## config.mk

```make
export PLATFORM = sky130hd
export DESIGN_NAME = spy_path_prober
export DESIGN_NICKNAME = d
export VERILOG_FILES = /design/src/rtl/spy_probe_pkg.sv /design/src/rtl/spy_sat_counter.sv /design/src/rtl/spy_path_prober.sv
export SDC_FILE = /design/constraint.sdc
export NUM_CORES = 1
export LEC_CHECK = 0
export ABC_CLOCK_PERIOD_IN_PS = 4900
export CAP_MARGIN = 15
export CORE_AREA = 8 8 93 136
export CTS_CLUSTER_DIAMETER = 60
export DETAILED_ROUTE_END_ITERATION = 10
export DIE_AREA = 0 0 101 144
export GPL_TIMING_DRIVEN = 0
export SYNTH_ARGS = -nofsm -noshare
export SYNTH_HDL_FRONTEND = slang
export SYNTH_SLANG_ARGS = --single-unit
```

## constraint.sdc

```tcl
create_clock -name clk -period 4.9 [get_ports clk]
set_input_delay 0.735 -clock clk [delete_from_list [all_inputs] [get_ports clk]]
set_output_delay 0.735 -clock clk [all_outputs]
set_load 0.02 [all_outputs]
```

## src/rtl/spy_probe_pkg.sv

```systemverilog
// Shared types and widths for the spy path prober.
package spy_probe_pkg;

  localparam int unsigned COUNT_W = 16;
  localparam int unsigned DELAY_W = 4;

  typedef enum logic [2:0] {
    ST_IDLE,
    ST_SETTLE,
    ST_WAIT,
    ST_CHECK,
    ST_DONE
  } probeState_t;

  // A requested capture delay of zero still needs one edge between launch and capture.
  function automatic logic [DELAY_W-1:0] effDelay(input logic [DELAY_W-1:0] d);
    return (d == '0) ? DELAY_W'(1) : d;
  endfunction

endpackage

```

## src/rtl/spy_sat_counter.sv

```systemverilog
// Up-counter with synchronous clear that sticks at all-ones instead of wrapping.
module spy_sat_counter #(
  parameter int unsigned WIDTH = 16
) (
  input  logic             clk,
  input  logic             rst,
  input  logic             clr,
  input  logic             inc,
  output logic [WIDTH-1:0] count
);

  always_ff @(posedge clk) begin
    if (rst || clr) begin
      count <= '0;
    end else if (inc && (count != '1)) begin
      count <= count + WIDTH'(1);
    end
  end

endmodule

```

## src/rtl/spy_path_prober.sv

```systemverilog
// Launches alternating edges into an external delay chain and counts captures
// that disagree with the launched polarity after a programmable number of edges.
module spy_path_prober
  import spy_probe_pkg::*;
#(
  parameter bit          CHAIN_INVERTING = 1'b0,
  parameter int unsigned SETTLE_CYCLES   = 8
) (
  input  logic               clk,
  input  logic               rst,
  input  logic               start,
  input  logic [COUNT_W-1:0] trials,
  input  logic [DELAY_W-1:0] captureDelay,
  output logic               pathInput,
  input  logic               pathResult,
  output logic               busy,
  output logic               done,
  output logic [COUNT_W-1:0] trialCount,
  output logic [COUNT_W-1:0] errorCount
);

  localparam logic [15:0] SETTLE_LAST = 16'((SETTLE_CYCLES > 1) ? SETTLE_CYCLES - 1 : 0);

  probeState_t        state;
  logic [COUNT_W-1:0] trialsLat;
  logic [DELAY_W-1:0] delayLat;
  logic [DELAY_W-1:0] delayCnt;
  logic [15:0]        settleCnt;
  logic               captured;

  logic               startAccept;
  logic               expectedBit;
  logic               mismatchInc;
  logic [COUNT_W-1:0] trialNext;

  always_comb begin
    startAccept = 1'b0;
    expectedBit = 1'b0;
    mismatchInc = 1'b0;
    trialNext   = '0;
    startAccept = (state == ST_IDLE) && start;
    expectedBit = pathInput ^ CHAIN_INVERTING;
    mismatchInc = (state == ST_CHECK) && (captured != expectedBit);
    trialNext   = trialCount + COUNT_W'(1);
  end

  spy_sat_counter #(
    .WIDTH(COUNT_W)
  ) errorCounter (
    .clk  (clk),
    .rst  (rst),
    .clr  (startAccept),
    .inc  (mismatchInc),
    .count(errorCount)
  );

  always_ff @(posedge clk) begin
    if (rst) begin
      state      <= ST_IDLE;
      pathInput  <= 1'b0;
      busy       <= 1'b0;
      done       <= 1'b0;
      trialCount <= '0;
      trialsLat  <= '0;
      delayLat   <= '0;
      delayCnt   <= '0;
      settleCnt  <= '0;
      captured   <= 1'b0;
    end else begin
      done <= 1'b0;
      case (state)
        ST_IDLE: begin
          if (start) begin
            trialsLat  <= trials;
            delayLat   <= effDelay(captureDelay);
            trialCount <= '0;
            settleCnt  <= '0;
            if (trials == '0) begin
              state <= ST_DONE;
              done  <= 1'b1;
              busy  <= 1'b0;
            end else begin
              state <= ST_SETTLE;
              busy  <= 1'b1;
            end
          end
        end
        ST_SETTLE: begin
          if (settleCnt == SETTLE_LAST) begin
            // Launch edge; the WAIT count starts at 1 so delay D captures D edges later.
            pathInput <= ~pathInput;
            delayCnt  <= DELAY_W'(1);
            state     <= ST_WAIT;
          end else begin
            settleCnt <= settleCnt + 16'd1;
          end
        end
        ST_WAIT: begin
          if (delayCnt == delayLat) begin
            captured <= pathResult;
            state    <= ST_CHECK;
          end else begin
            delayCnt <= delayCnt + DELAY_W'(1);
          end
        end
        ST_CHECK: begin
          trialCount <= trialNext;
          if (trialNext == trialsLat) begin
            state <= ST_DONE;
            done  <= 1'b1;
            busy  <= 1'b0;
          end else begin
            state     <= ST_SETTLE;
            settleCnt <= '0;
          end
        end
        ST_DONE: begin
          state <= ST_IDLE;
        end
        default: begin
          state <= ST_IDLE;
        end
      endcase
    end
  end

endmodule

```

# --- Yosys cells after proc, flatten, opt, wreduce, memory -nomap -nowiden ---
# Cells that the tools add are included.
totals:
  regBits: 79
  elab_cells: 72
  in_bits: 24
  output_inout_bits: 35
op_classes:
  n_addsub: 4
  muxes: 23
  n_eq_ne: 15
  n_bitwise: 1
  n_reduce_logical: 18
ops:
  columns: ["operator", "n"]
  rows:
  - ["adder 16 x 1 -> 16 bit, second input constant", 3]
  - ["two-way mux 16 bit", 3]
  - ["one-hot mux 16 bit (3 select lines)", 1]
  - ["one-hot mux 16 bit (2 select lines)", 1]
  - ["equality test 16 bit", 1]
  - ["equality test 16 x 3 -> 1 bit, second input constant", 1]
  - ["zero test 16 bit", 1]
  - ["!= test 16 bit, second input constant", 1]
  - ["two-way mux 3 bit", 5]
  - ["two-way mux 4 bit", 3]
  - ["!= test 2 bit, second input constant", 6]
  - ["one-hot mux 3 bit (4 select lines)", 1]
  - ["AND reduction 3 bit", 3]
  - ["one-hot mux 4 bit (2 select lines)", 1]
  - ["AND reduction 2 bit", 4]
  - ["equality test 3 x 2 -> 1 bit, second input constant", 2]
  - ["two-way mux 1 bit", 6]
  - ["adder 4 x 1 -> 4 bit, second input constant", 1]
  - ["equality test 4 bit", 1]
  - ["zero test 4 bit", 1]
  - ["one-hot mux 1 bit (2 select lines)", 2]
  - ["AND reduction 4 bit", 1]
  - ["nonzero test 2 bit", 2]
  - ["equality test 3 x 1 -> 1 bit, second input constant", 1]
  - ["other kinds (7)", 9]

# --- Logic depth before layout (Yosys ltp) ---
depth:
  word_depth: 4
  depth_mapped: 9
  mapped_depth_nobuf: 8

# --- Cells and area by module ---
# From an unflattened synthesis, not the netlist that was laid out.
unflattened:
  hier_cells: 534
  hier_area_um2: 4354.2
by_module_without_submodules:
  columns: ["mod", "seq_area_each_um2", "area_each_um2", "cells_each", "instances"]
  rows:
  - ["spy_path_prober", 1261.2, 3507.1, 439, 1]
  - ["spy_sat_counter", 320.3, 847.1, 95, 1]

# --- Worst setup path after synthesis ---
# OpenSTA, ideal clock, no wires.
synth_path:
  kind: "register -> register"
  from: "register trialCount[0]"
  to: "register settleCnt[12]"
  path_stages_with_launch: 10
  path_buffers: 1
  setup_slack_ns: 2.354
  arrival_ns: 2.458
  period_less_slack_ns: 2.546
  cell_sequence: "dfxtp_1 ha_1 nand3_1 nor4_1 xnor2_1 nor2_1 and4b_4 o211ai_4 buf_6 a311oi_2"
synth_between:
  elab_chain_len: 4
synth_lines:
  columns: ["item", "line_no", "source"]
  rows:
  - ["from (decl)", "spy_path_prober.sv:18", "output logic [COUNT_W-1:0] trialCount,"]
  - ["from (signal assigned)", "spy_path_prober.sv:107", "trialCount <= trialNext;"]
  - ["adder 16 x 1 -> 16 bit", "spy_path_prober.sv:44", "trialNext = trialCount + COUNT_W'(1);"]
  - ["equality test 16 bit", "spy_path_prober.sv:108", "if (trialNext == trialsLat) begin"]
  - ["!= test 2 bit (no line)", null, null]
  - ["AND reduction 4 bit (no line)", null, null]
  - ["to (signal assigned)", "spy_path_prober.sv:95", "settleCnt <= settleCnt + 16'd1;"]
  - ["to (decl)", "spy_path_prober.sv:28", "logic [15:0] settleCnt;"]
# No other way between the ends.
# A chain may end at the register's enable or synchronous reset.

# --- Final worst setup path ---
layout_path:
  from: "register trialCount[0]"
  to: "register settleCnt[11]"
# Same word-level chain as after synthesis.

==> reports/metrics.cfg <==
[synthesis]
ys.flop_type = dfxtp_1
syn_area_um2 = 4151
async_flop_share_pct = 0
yosys_warnings = 0
synthCells = 512
seq_area_frac_synth_pct = 38.10
ys_seq_elements = 79
synth_edf_count = 0
syn-num-nets = 540
ys_types = 59
synth_top_area_share_pct = 38.10
ys_top_cells_by_area = dfxtp_1, nand2_1, xor2_1
synth_top_cell_by_area = dfxtp_1
syn_area_per_cell_um2 = 8.108

[route]
wire_per_inst_um = 15.66
wl_um = 11470
ant_nets = 0
dr_total_vias = 3933
drtIter0Drc = 206
vias_per_cell = 5.373
drc = 0
drt_pre_antenna_iters = 5

[timing]
slew_headroom_pct = 40.21
layout_setup_ws_ns = 1.939
drv_slew = 0
finClkSkew_ns = 0.005208
finalSetupTns_ns = 0
rsz0062_at_grt = false
hold_ws_ns = 0.4642
min_period_ns = 2.961
worst_slew_pin_slew_ns = 0.8909
finalSetupViolCount = 0
hold_viol = 0
layout_worst_path_cycle_share_pct = 60.44
fmax_mhz = 337.7

[clocking]
cts_setup_buffers = 0
htree_levels = 3
tritoncts = done
ctsHoldBuffers = 0
cts.sinks = 79
path_clk_slew_ns = 0.06
root_buffer = clkbuf_16
clock_insertion_delay_worst_skew_ns = 0.33
postCtsResizedCells = 0
cts_made_buffers = 9
cts_buffer_depth = 2

[pwr]
p_sw_mw = 0.3421
swShare_pct = 22.19
combPwrFrac_pct = 7.7
p_per_area_nw_per_um2 = 293.5
vdd_drop_max_mv = 0.2503
p_leak_nw = 1.793
total_power_mw = 1.542
clock_power_share_pct = 49.3
intPower_mw = 1.200
p_seq_share_pct = 43.0

[hold_path]
hold_path.class = flop to flop

[critical_path]
cp-end-kind = flop
crit_path_max_fanout = 10
crit_type = flop to flop
timing.critical_path.required_ns = 5.14
worst-endpoint-arrival_ns = 3.21
start_kind = flop

[layout]
fillers = 1108
instances_no_fill = 732
drive_gt1_share_pct = 7.179
area_growth_pct = 26.52
num_antenna_cells = 0
nets = 609

[global_routing]
grt_pass1_wl_um = 19020
grt_max_degree = 14
antenna_found_initial = 0
grt_use_total_pct = 16.51
overflow = 0
grt_pass1_vias = 3956

[placed_design]
numPlacedInstances = 717
routabilityCongestion = 0.8952
dp_slack_ns = 1.981
hpwlAfterDp_um = 8622
io_buffers = 58

[die]
dieArea_um2 = 14540
pin_count = 59
die_y_um = 144
die_x_um = 101
core_um2 = 10820
rows = 47
start_util_pct = 38.37

[run_status]
status = finished, final reports clean

[job]
maxCapViolCount = 0

## critical path, stage by stage, from the launching register on
cell	delay [ns]
dfxtp_1	0.50
ha_1	0.34
nand3_1	0.29
nor4_1	0.56
xnor2_1	0.13
nor2_1	0.18
and4b_4	0.31
o211ai_4	0.13
buf_6	0.19
a311oi_2	0.24
## placed cells by master, fill, tap and decap left out, types with 3 or more instances in the layout
cell	n
nand2_1	81
dfxtp_1	79
clkdlybuf4s50_1	58
nor2_1	57
a21oi_1	38
xor2_1	26
clkbuf_1	23
xnor2_1	22
nand3_1	18
o21ai_0	16
nor4_1	16
nand4_1	14
nor3_1	10
a311oi_1	10
clkbuf_16	9
and4_1	7
inv_1	7
or4_1	6
and2_1	5
a31oi_1	5
a311oi_2	5
and3_1	4
o311ai_0	4
ha_1	4
buf_6	3
nor3b_1	3
or3_1	3
or2_2	3
mux2_2	3
mux2i_1	3
a22oi_1	3
bufinv_16	3
## layout make-up
type	instances	area [um^2]	share of cell area [%]
Inverter	8	30.03	0.5717
Buffer	31	150.1	2.859
Clock inverter	5	107.6	2.049
Clock buffer	10	229.0	4.359
Sequential cell	79	1582	30.11
Multi-Input combinational cell	394	2390	45.50
Tap cell	147	183.9	3.502
Timing Repair Buffer	58	580.6	11.05
## cell families after synthesis
logic type	Yosys count	synth area share [%]
and+or+nand+nor	238	28.12
AOI/OAI and AO/OA	98	16.58
DFF	79	38.10
xor gates and xnor gates	48	10.13
buffers and inverters	39	4.340
muxes	6	1.537
adders and majority gates	4	1.206
## synth_stat cells, types with 4 or more instances
library cell	number
dfxtp_1	79
nand4_1	14
o311ai_0	4
a21oi_1	38
and4_1	7
o21ai_0	16
nor3_1	10
and2_1	5
and3_1	4
nor4_1	16
a311oi_1	10
ha_1	4
nand2_1	81
nor2_1	57
or4_1	6
nand3_1	18
a311oi_2	5
inv_1	7
xnor2_1	22
a31oi_1	5
xor2_1	26
clkbuf_1	22
## power by group through the flow
stage | Clock, mW | Combinational (mW) | Sequential (mW)
3_5_place_dp | 0 | 0.118 | 0.678
3_3_place_gp | 0 | 0.116 | 0.677
6_report | 0.760 | 0.118 | 0.663
5_1_grt | 0.802 | 0.130 | 0.664
2_1_floorplan | 0 | 0.0710 | 0.676
4_1_cts | 0.777 | 0.119 | 0.663
## per-layer routing
layer  global-route usage (%)  up-vias  share of wire [%]
li1                         -     1981                  -
met1                    17.55     1834                 41
met2                    29.54       89                 52
met3                    2.795       29                3.3
met4                    10.17        0                3.6
met5                        0        -                  0
## final timing paths
check | startpoint | end | cells after the start | slack [ns]
min | trialsLat[10] | trialsLat[10] | 2 | 0.46
max | trialCount[0] | settleCnt[11] | 9 | 1.94
min reg2reg | trialsLat[10] | trialsLat[10] | 2 | 0.46
max reg2reg | trialCount[0] | settleCnt[11] | 9 | 1.94
## flip-flops by register name, summed over array words and instances, names as in the netlist
signal              flops
errorCounter.count     16
settleCnt              16
trialCount             16
trialsLat              16
delayCnt                4
delayLat                4
state                   3
busy                    1
captured                1
done                    1
pathInput               1
## through the flow
stage,cell area (um^2),utilization (%)
6_report,5253,48.54
3_5_place_dp,4916,45.43
3_3_place_gp,4916,45.43
5_1_grt,5253,48.54
2_1_floorplan,4151,-
4_1_cts,5253,48.54
No activity file was read; power rests on OpenSTA's default activity.
